[src/rtl/led_pkg.sv]
// Shared constants for the LED scan controller: scan rate default, FSM encodings,
// digit count, seven-segment code table and the double-dabble adjust step.
package led_pkg;

  localparam int SCAN_DIV_DEF = 100000;
  localparam int NUM_DIGITS   = 8;

  localparam logic [1:0] ST_IDLE   = 2'd0;
  localparam logic [1:0] ST_CONV   = 2'd1;
  localparam logic [1:0] ST_COMMIT = 2'd2;

  // Segments {G,F,E,D,C,B,A}; DP is appended by the decoder.
  function automatic logic [6:0] seg_code(input logic [3:0] d);
    case (d)
      4'd0:    return 7'h3F;
      4'd1:    return 7'h06;
      4'd2:    return 7'h5B;
      4'd3:    return 7'h4F;
      4'd4:    return 7'h66;
      4'd5:    return 7'h6D;
      4'd6:    return 7'h7D;
      4'd7:    return 7'h07;
      4'd8:    return 7'h7F;
      4'd9:    return 7'h6F;
      default: return 7'h00;
    endcase
  endfunction

  function automatic logic [39:0] dd_adjust(input logic [39:0] b);
    logic [39:0] r;
    for (int i = 0; i < 10; i++)
      r[i*4 +: 4] = (b[i*4 +: 4] >= 4'd5) ? b[i*4 +: 4] + 4'd3 : b[i*4 +: 4];
    return r;
  endfunction

endpackage

[src/rtl/led_seg_decode.sv]
// BCD digit to seven-segment pattern with blanking and a separate decimal point.
module led_seg_decode
  import led_pkg::*;
(
  input  logic [3:0] i_digit,
  input  logic       i_blank,
  input  logic       i_dp,
  output logic [7:0] o_seg
);

  logic [6:0] w_code;

  assign w_code = seg_code(i_digit);
  assign o_seg  = {i_dp, i_blank ? 7'h00 : w_code};

endmodule

[src/rtl/led_scan_ctrl.sv]
// Binary-to-BCD converter feeding two multiplexed 4-digit seven-segment displays;
// a new value is converted serially while the previous one keeps being scanned.
module led_scan_ctrl
  import led_pkg::*;
#(
  parameter int SCAN_DIV = SCAN_DIV_DEF
) (
  input  logic        clk,
  input  logic        rst,
  input  logic        num_valid,
  input  logic [31:0] num,
  output logic        num_ready,
  input  logic        lz_blank,
  output logic        ovf,
  output logic [7:0]  seg0,
  output logic [3:0]  an0,
  output logic [7:0]  seg1,
  output logic [3:0]  an1
);

  localparam int PW = (SCAN_DIV > 1) ? $clog2(SCAN_DIV) : 1;

  logic [1:0]    r_state;
  logic          r_ready;
  logic [31:0]   r_bin;
  logic [39:0]   r_bcd;
  logic [4:0]    r_step;
  logic [31:0]   r_disp;
  logic          r_ovf;
  logic [PW-1:0] r_presc;
  logic [1:0]    r_idx;
  logic [7:0]    r_seg0, r_seg1;
  logic [3:0]    r_an0, r_an1;

  logic [39:0]   w_bcd_adj;
  logic [2:0]    w_msd;
  logic [2:0]    w_pos_lo, w_pos_hi;
  logic [3:0]    w_dig_lo, w_dig_hi;
  logic          w_blank_lo, w_blank_hi, w_dp_hi;
  logic [7:0]    w_seg_lo, w_seg_hi;

  assign w_bcd_adj = dd_adjust(r_bcd);

  // NOTE: sequential state uses non-blocking assignments so every register samples
  // pre-edge values; blocking here would chain the shift through in one edge.
  always_ff @(posedge clk or posedge rst) begin
    if (rst) begin
      r_state <= ST_IDLE;
      r_ready <= 1'b0;
      r_bin   <= '0;
      r_bcd   <= '0;
      r_step  <= '0;
      // NOTE: the display register is a handful of flops, not a RAM, so it is
      // reset; this is also what guarantees no partial commit survives a reset.
      r_disp  <= '0;
      r_ovf   <= 1'b0;
    end else begin
      case (r_state)
        ST_IDLE: begin
          r_ready <= 1'b1;
          if (num_valid && r_ready) begin
            r_bin   <= num;
            r_bcd   <= '0;
            r_step  <= '0;
            r_ready <= 1'b0;
            r_state <= ST_CONV;
          end
        end
        ST_CONV: begin
          {r_bcd, r_bin} <= {w_bcd_adj[38:0], r_bin, 1'b0};
          r_step         <= r_step + 5'd1;
          if (r_step == 5'd31) r_state <= ST_COMMIT;
        end
        ST_COMMIT: begin
          r_disp  <= r_bcd[31:0];
          r_ovf   <= |r_bcd[39:32];
          r_ready <= 1'b1;
          r_state <= ST_IDLE;
        end
        default: begin
          r_ready <= 1'b0;
          r_state <= ST_IDLE;
        end
      endcase
    end
  end

  // NOTE: give every always_comb output a default before any conditional
  // assignment, otherwise synthesis infers a latch.
  always_comb begin
    w_msd = 3'd0;
    for (int i = 1; i < NUM_DIGITS; i++)
      if (r_disp[4*i +: 4] != 4'd0) w_msd = 3'(i);
  end

  assign w_pos_lo   = {1'b0, r_idx};
  assign w_pos_hi   = {1'b1, r_idx};
  assign w_dig_lo   = r_disp[{w_pos_lo, 2'b00} +: 4];
  assign w_dig_hi   = r_disp[{w_pos_hi, 2'b00} +: 4];
  assign w_blank_lo = lz_blank && (w_pos_lo > w_msd);
  assign w_blank_hi = lz_blank && (w_pos_hi > w_msd);
  // DP on the top digit flags that the upper decimal digits were truncated.
  assign w_dp_hi    = r_ovf && (r_idx == 2'd3);

  led_seg_decode u_dec_lo (
    .i_digit (w_dig_lo),
    .i_blank (w_blank_lo),
    .i_dp    (1'b0),
    .o_seg   (w_seg_lo)
  );

  led_seg_decode u_dec_hi (
    .i_digit (w_dig_hi),
    .i_blank (w_blank_hi),
    .i_dp    (w_dp_hi),
    .o_seg   (w_seg_hi)
  );

  always_ff @(posedge clk or posedge rst) begin
    if (rst) begin
      r_presc <= '0;
      r_idx   <= 2'd0;
      r_seg0  <= 8'h00;
      r_seg1  <= 8'h00;
      r_an0   <= 4'b0000;
      r_an1   <= 4'b0000;
    end else begin
      if (r_presc == PW'(SCAN_DIV - 1)) begin
        r_presc <= '0;
        r_idx   <= r_idx + 2'd1;
      end else begin
        r_presc <= r_presc + PW'(1);
      end
      r_an0  <= 4'b0001 << r_idx;
      r_an1  <= 4'b0001 << r_idx;
      r_seg0 <= w_seg_lo;
      r_seg1 <= w_seg_hi;
    end
  end

  assign num_ready = r_ready;
  assign ovf       = r_ovf;
  assign seg0      = r_seg0;
  assign seg1      = r_seg1;
  assign an0       = r_an0;
  assign an1       = r_an1;

endmodule
[config.mk]
export PLATFORM = sky130hd
export DESIGN_NAME = led_scan_ctrl
export DESIGN_NICKNAME = d
export VERILOG_FILES = /design/src/rtl/led_pkg.sv /design/src/rtl/led_seg_decode.sv /design/src/rtl/led_scan_ctrl.sv
export SDC_FILE = /design/constraint.sdc
export NUM_CORES = 1
export LEC_CHECK = 0
export BUFFER_PORTS_ARGS = -buffer_cell sky130_fd_sc_hd__buf_2
export CORE_ASPECT_RATIO = 1.25
export CORE_MARGIN = 2
export CORE_UTILIZATION = 40
export DETAILED_ROUTE_END_ITERATION = 8
export PLACE_DENSITY = 0.6
export SLEW_MARGIN = 40
export SYNTH_ARGS = -nofsm -noshare
export SYNTH_HDL_FRONTEND = slang
export SYNTH_HIERARCHICAL = 1
export SYNTH_SLANG_ARGS = --single-unit
[constraint.sdc]
create_clock -name clk -period 5.7 [get_ports clk]
set_input_delay 1.14 -clock clk [delete_from_list [all_inputs] [get_ports clk]]
set_output_delay 1.14 -clock clk [all_outputs]
set_load 0.02 [all_outputs]
==> results.toml, run 1 <==
[setup_path]
path_common_cell = "o21ai_0"
r2r-end = "seg1[0]"
reg2reg_from = "r_disp[8]"
crit_path_max_incr_delay_ns = 0.56
rrSetupSlack_ns = 2.92
path_delay_family = "compound AO/OA/AOI/OAI gates"
crit_path_end_kind = "flop"
endpoint = "seg1[0]"
cp-start-kind = "flop"
worst_r2r_path_depth = 11
cp_cell_sequence = "or4_1 -> o21ai_0 -> a21oi_1 -> o21ai_0 -> ha_1 -> nand2_1 -> o21ai_0 -> o21ai_1 -> or2_1 -> a21o_1 -> o31ai_1"
worst-path-max-fanout = 8
critPathBufInv = 0
critPathKind = "flop to flop"
crit_path_top_delay_cell = "or4_1"
crit_required_ns = 5.98
arrival_ns = 3.07
worst-path-stages = 11
critPathLaunch = "r_disp[8]"

[synth]
yosys_warnings = 6
synth_top_area_frac = 0.507
synthDistinctLibCells = 47
avgSynthCellArea_sq_um = 10.4
ys.flop_type = "dfrtp_1"
synthArstFlopShare = 1.00
synth.most_common_cell = "dfrtp_1"
netlist_top_cells_area = "dfrtp_1 51%, ha_1 6.8%, nand2_1 4.9%"
synth_edf_count = 0
synth_top_cell_by_area = "dfrtp_1"
ys_ff_latch = 152
synth_nets = 797
seq_area_frac_synth = 0.507
ys_top_cells_by_count = "152 x dfrtp_1, 97 x nand2_1, 51 x nor2_1"
syn_inst = 720
synthesis.area_sq_um = 7500

[sta]
setup_violations = 0
fmax_mhz = 360
grt_setup_unrepaired = "no"
clock_skew_ns = 0.00915
hold_viol = 0
tightest_slew_ns = 0.706
drv_slew = 0
finalSetupTns_ns = 0
max_slew_margin = 0.526
fin_crit_sh = 0.488
finalCriticalPeriod_ns = 2.78

[drt]
remaining_drc_errors = 0
vias = 5266
finalWirelength_um = 14200
routed_via_density = 5.21
drt_iter0_markers = 241
wl_per_cell_um = 14.0
dr.pass1.iters = 4
postRouteAntennaNets = 0

[clock_tree]
cts_tree = "yes"
cts_hold_buf = 0
clock_sinks = 152
clk_latency_ns = 0.42
cts_buffers = 17
path_clk_slew_ns = 0.06
cts_max_path_buffers = 2
ctsResizeCount = 0
cts_htree_levels = 4
cts_setup_buffers = 0
clockRootBuffer = "clkbuf_16"

[power]
max-vdd-ir-drop_v = 0.000305
p_per_area_nw_per_um2 = 546
power.total_w = 0.00468
p_leak_nw = 3.93

[cells_and_area]
fin_nets = 842
fillers = 1725
drive_gt1_frac = 0.176
diodes = 0
layout-area-overhead-vs-synth_pct = 14.4
stdcell_count = 1010
final_core_util = 0.462

[die]
die_w_um = 126
fp.dieH_um = 157
num_rows = 56
start_util = 0.404
dieArea_sq_um = 19900
io-pin-count = 62
coreArea_sq_um = 18600

[global_routing]
grt.met2_usage = 0.259
grt_pass1_wl_um = 24900
gr-usage-met1 = 0.194
grt_usage = 0.154
antenna_found_initial = 0
busiest_layer = "met2"
grt_use_met3 = 0.0309
grt_start_max_net_pins = 93
grt_pass1_vias = 5228
grt_overflow = 0

[placement]
place_congestion = 0.780
hpwlAfterDp_um = 9390
place_inst = 978
io_buffers = 61

[job]
drv_cap = 0

[run_status]
status = "finished, final reports clean"

[hold_path]
hold_path_class = "flop to flop"
==> worst register-to-register path, stage by stage, from the launching register on <==
cell and delay, ns:
dfrtp_1 0.39, or4_1 0.56, o21ai_0 0.19, a21oi_1 0.09, o21ai_0 0.21, ha_1 0.28, nand2_1 0.06, o21ai_0 0.09
o21ai_1 0.40, or2_1 0.21, a21o_1 0.12, o31ai_1 0.07
==> state kept, by name, summed over array words and instances (netlist names) <==
register,cells
ovf,1
r_bcd,40
seg0,8
r_presc,17
r_disp,32
seg1,8
an1,4
r_bin,32
r_step,5
r_idx,2
r_state,2
num_ready,1
==> routing by layer <==
layer | part of all wire | vias up | wire (um)
met5 | 0 | - | 0
met4 | 0.016 | 0 | 233
met3 | 0.034 | 15 | 485
met2 | 0.48 | 93 | 6790
met1 | 0.47 | 2542 | 6670
li1 | - | 2616 | -
==> final cells by class <==
| cell class | instances | area (sq um) | share of cell area |
|---|---|---|---|
| multi-input cells | 495 | 3390 | 0.395 |
| clock buffers | 20 | 447 | 0.0521 |
| clock inverters | 12 | 166 | 0.0194 |
| flip-flops and latches | 152 | 3800 | 0.443 |
| inverters | 32 | 125 | 0.0146 |
| well taps | 232 | 290 | 0.0338 |
| repair buffers | 67 | 354 | 0.0413 |
==> report_power, final <==
| part | switching, W | leakage (nW) | internal (W) |
|---|---|---|---|
| sequential | 0.000238 | 1.92 | 0.00145 |
| clock | 0.000453 | 0.285 | 0.000707 |
| combinational | 0.00103 | 1.72 | 0.000809 |
| total | 0.00172 | 3.93 | 0.00296 |
==> logic make-up after synthesis <==
family | share of synthesized area
simple gates | 0.146
compound gates | 0.131
flops | 0.507
buf+inv | 0.0427
fa+ha+maj | 0.0684
mux | 0.0664
xor+xnor | 0.0374
other cells | 0.000500
==> worst min path at each step <==
| stage | from | cells after the start | slack [ns] | endpoint |
|---|---|---|---|---|
| 4_1_cts | r_presc[0] | 1 | 0.50 | r_presc[0] |
| 2_1_floorplan | r_disp[0] | 2 | 0.45 | r_disp[0] |
| 3_3_place_gp | r_disp[1] | 2 | 0.47 | r_disp[1] |
| 5_1_grt | r_presc[0] | 1 | 0.52 | r_presc[0] |
| 6_report | r_presc[0] | 1 | 0.49 | r_presc[0] |
| 3_5_place_dp | r_disp[0] | 2 | 0.48 | r_disp[0] |
==> metrics by stage <==
step / hold slack (ns) / instance area (sq um) / worst slack (ns)
after floorplan: 0.445 / 7500 / 0.467
after global placement: 0.470 / 7960 / 2.85
after detailed placement: 0.484 / 7970 / 2.73
after CTS: 0.495 / 8580 / 2.70
after global routing: 0.523 / 8580 / 2.53
final: 0.491 / 8580 / 2.92
==> placed cells by master (no fill, tap or decap), types with 22 or more instances in the layout <==
master,Yosys,layout
buf_2,1,61
a21oi_1,25,25
nand2_1,97,97
inv_1,32,31
xnor2_1,22,22
nor2_1,51,49
mux2_2,22,22
o21ai_0,41,40
a31oi_1,31,31
ha_1,41,41
dfrtp_1,152,152
Power figures use the tool's default switching activity.
==> run 2: changes to the inputs <==
--- a/config.mk
+++ b/config.mk
@@ -5,12 +5,13 @@
 export SDC_FILE = /design/constraint.sdc
 export NUM_CORES = 1
 export LEC_CHECK = 0
+export ABC_AREA = 1
 export BUFFER_PORTS_ARGS = -buffer_cell sky130_fd_sc_hd__buf_2
 export CORE_ASPECT_RATIO = 1.25
 export CORE_MARGIN = 2
 export CORE_UTILIZATION = 40
 export DETAILED_ROUTE_END_ITERATION = 8
-export PLACE_DENSITY = 0.6
+export PLACE_DENSITY = 0.62
 export SLEW_MARGIN = 40
 export SYNTH_ARGS = -nofsm -noshare
 export SYNTH_HDL_FRONTEND = slang
==> constraint.sdc (replaced) <==
create_clock -name clk -period 2.4 [get_ports clk]
set_input_delay 0.48 -clock clk [delete_from_list [all_inputs] [get_ports clk]]
set_output_delay 0.48 -clock clk [all_outputs]
set_load 0.02 [all_outputs]
==> run 2 against run 1 <==
Net effect: worst setup slack worse by 2.5 ns; area after synthesis is 3.9% higher; highest routed layer unchanged; wire length is 6.2% higher; non-clock buffer count is 10 higher; via count is 17% higher; register-to-register slack worse by 2.5 ns.
==> results.toml, run 2 <==
[placement]
io_buffers = 61
placed_cell_area_sq_um = 8400
place_congestion = 0.802
hpwlAfterDp_um = 10700

[clock_tree]
clk_latency_ns = 0.42
ctsResizeCount = 0
cts_setup_buffers = 0
clockRootBuffer = "clkbuf_16"
clock_sinks = 152
cts_htree_levels = 4
cts_buffers = 17
cts_hold_buf = 0
path_clk_slew_ns = 0.06
cts_max_path_buffers = 2
cts_tree = "yes"

[power]
p_seq_frac = 0.350
intPower_w = 0.00702
max-vdd-ir-drop_v = 0.000645
p_clk_frac = 0.243
power.switching_w = 0.00431
pwr-share-comb = 0.406
power.total_w = 0.0113
p_per_area_nw_per_um2 = 1260
p_leak_nw = 4.55
p_sw_frac = 0.380

[synth]
syn_inst = 944
synth_top_cell_by_area = "dfrtp_1"
yosys_warnings = 6
synthDistinctLibCells = 31
synth_nets = 1021
synth_top_area_frac = 0.488
synth_edf_count = 0
seq_area_frac_synth = 0.488
ys.flop_type = "dfrtp_1"
netlist_top_cells_area = "dfrtp_1 49%, o21ai_0 8.2%, nand2_1 8.1%"
avgSynthCellArea_sq_um = 8.26
ys_ff_latch = 152
ys_top_cells_by_count = "169 x nand2_1, 152 x dfrtp_1, 149 x inv_1"
synthArstFlopShare = 1.00
synthesis.area_sq_um = 7790
synth.most_common_cell = "nand2_1"

[drt]
wl_per_cell_um = 12.1
drt_iter0_markers = 284
dr.pass1.iters = 5
postRouteAntennaNets = 0
vias = 6148
remaining_drc_errors = 0
routed_via_density = 4.92
finalWirelength_um = 15100

[cells_and_area]
largest_reg_flops = 40
fin_nets = 1079
layout-area-overhead-vs-synth_pct = 15.5
diodes = 0
drive_gt1_frac = 0.115
fin_area_sq_um = 9000
largest-register = "r_bcd"
final_common_cell = "nand2_1"
layout_common_cells = "169 x nand2_1, 152 x dfrtp_1, 148 x inv_1"
reg_top3 = "r_bcd: 40 flops, r_bin: 32 flops, r_disp: 32 flops"

[die]
start_util = 0.405
num_rows = 57
fp.dieH_um = 160
dieArea_sq_um = 20600
io-pin-count = 62
coreArea_sq_um = 19300
die_w_um = 129

[setup_path]
crit_path_end_kind = "flop"
worst_r2r_path_depth = 9
crit_required_ns = 2.70
worst-path-max-fanout = 13
critPathKind = "flop to flop"
cp-start-kind = "flop"
arrival_ns = 2.30

[sta]
finalCriticalPeriod_ns = 1.99
drv_slew = 0
fmax_mhz = 501
setup_violations = 0
fin_crit_sh = 0.831
tightest_slew_ns = 0.646
max_slew_margin = 0.569
finalSetupTns_ns = 0
hold_ws_ns = 0.0797
grt_setup_unrepaired = "no"
clock_skew_ns = 0.00604
hold_viol = 0

[run_status]
status = "finished, final reports clean"

[global_routing]
grt_pass1_vias = 5748
grt.met2_usage = 0.254
antenna_found_initial = 0
grt_use_met3 = 0.0425
grt_overflow = 0
gr-usage-met1 = 0.205
grt_pass1_wl_um = 26500
busiest_layer = "met2"
grt_start_max_net_pins = 48
grt_usage = 0.157

[job]
drv_cap = 0

[hold_path]
hold_path_class = "primary input to asynchronous set/reset pin"
-- run 2: per-stage QoR --
step | utilization | setup WS [ns] | std cells
6_report | 0.467 | 0.405 | 1249
5_1_grt | 0.467 | 0.157 | 1249
4_1_cts | 0.467 | 0.395 | 1249
3_5_place_dp | 0.436 | 0.399 | 1219
3_3_place_gp | 0.436 | 0.452 | 1219
2_1_floorplan | - | 0.00306 | 944
-- run 2: layout make-up --
class / instances / area [sq um]
clock buffers: 22 / 454
fillers: 1872 / 10300
inverters: 153 / 578
well taps: 236 / 295
clock inverters: 8 / 148
repair buffers: 77 / 526
flip-flops and latches: 152 / 3800
multi-input cells: 601 / 3200
-- run 2: kinds of logic (layout without fill, tap and decap cells) --
logic type               after synthesis  in the layout  share of synthesized area
AND/OR/NAND/NOR                      329            329                      0.170
AO/OA/AOI/OAI                        217            217                      0.159
buffers and inverters                191            260                      0.102
flip-flops                           152            152                      0.488
adder cells (fa/ha/maj)               41             41                     0.0658
XOR/XNOR                              13             13                     0.0146
other                                  1              1                   0.000481
-- run 2: final timing paths --
path                       startpoint          to  slack, ns
max reg2reg                  r_idx[1]     seg1[3]       0.41
min                               rst     seg0[7]       0.08
max                          r_idx[1]     seg1[3]       0.41
max in group asynchronous         rst   r_bin[20]       1.71
min in group clk               num[0]    r_bin[0]       0.30
min reg2reg                r_presc[0]  r_presc[0]       0.47
-- run 2: layer usage --
metal	share of wire	vias up
met5	0	-
met4	0.017	0
met3	0.047	23
met2	0.47	119
met1	0.47	2859
li1	-	3147
-- run 2: worst max-delay path, cell delays in order (launching register included) --
cell     delay, ns
dfrtp_1       0.51
inv_1         0.28
o21ai_0       0.13
o22ai_1       0.25
inv_1         0.14
ha_1          0.31
nand2_1       0.06
inv_1         0.05
nor2_1        0.10
nor2_1        0.04
-- run 2: power by group through the flow --
| stage | registers [W] | logic [W] | clock network [W] |
|---|---|---|---|
| after floorplan | 0.00399 | 0.00357 | 0 |
| after global placement | 0.00399 | 0.00454 | 0 |
| after detailed placement | 0.00401 | 0.00463 | 0 |
| after CTS | 0.00397 | 0.00468 | 0.00282 |
| after global routing | 0.00407 | 0.00545 | 0.00293 |
| final | 0.00397 | 0.00460 | 0.00276 |
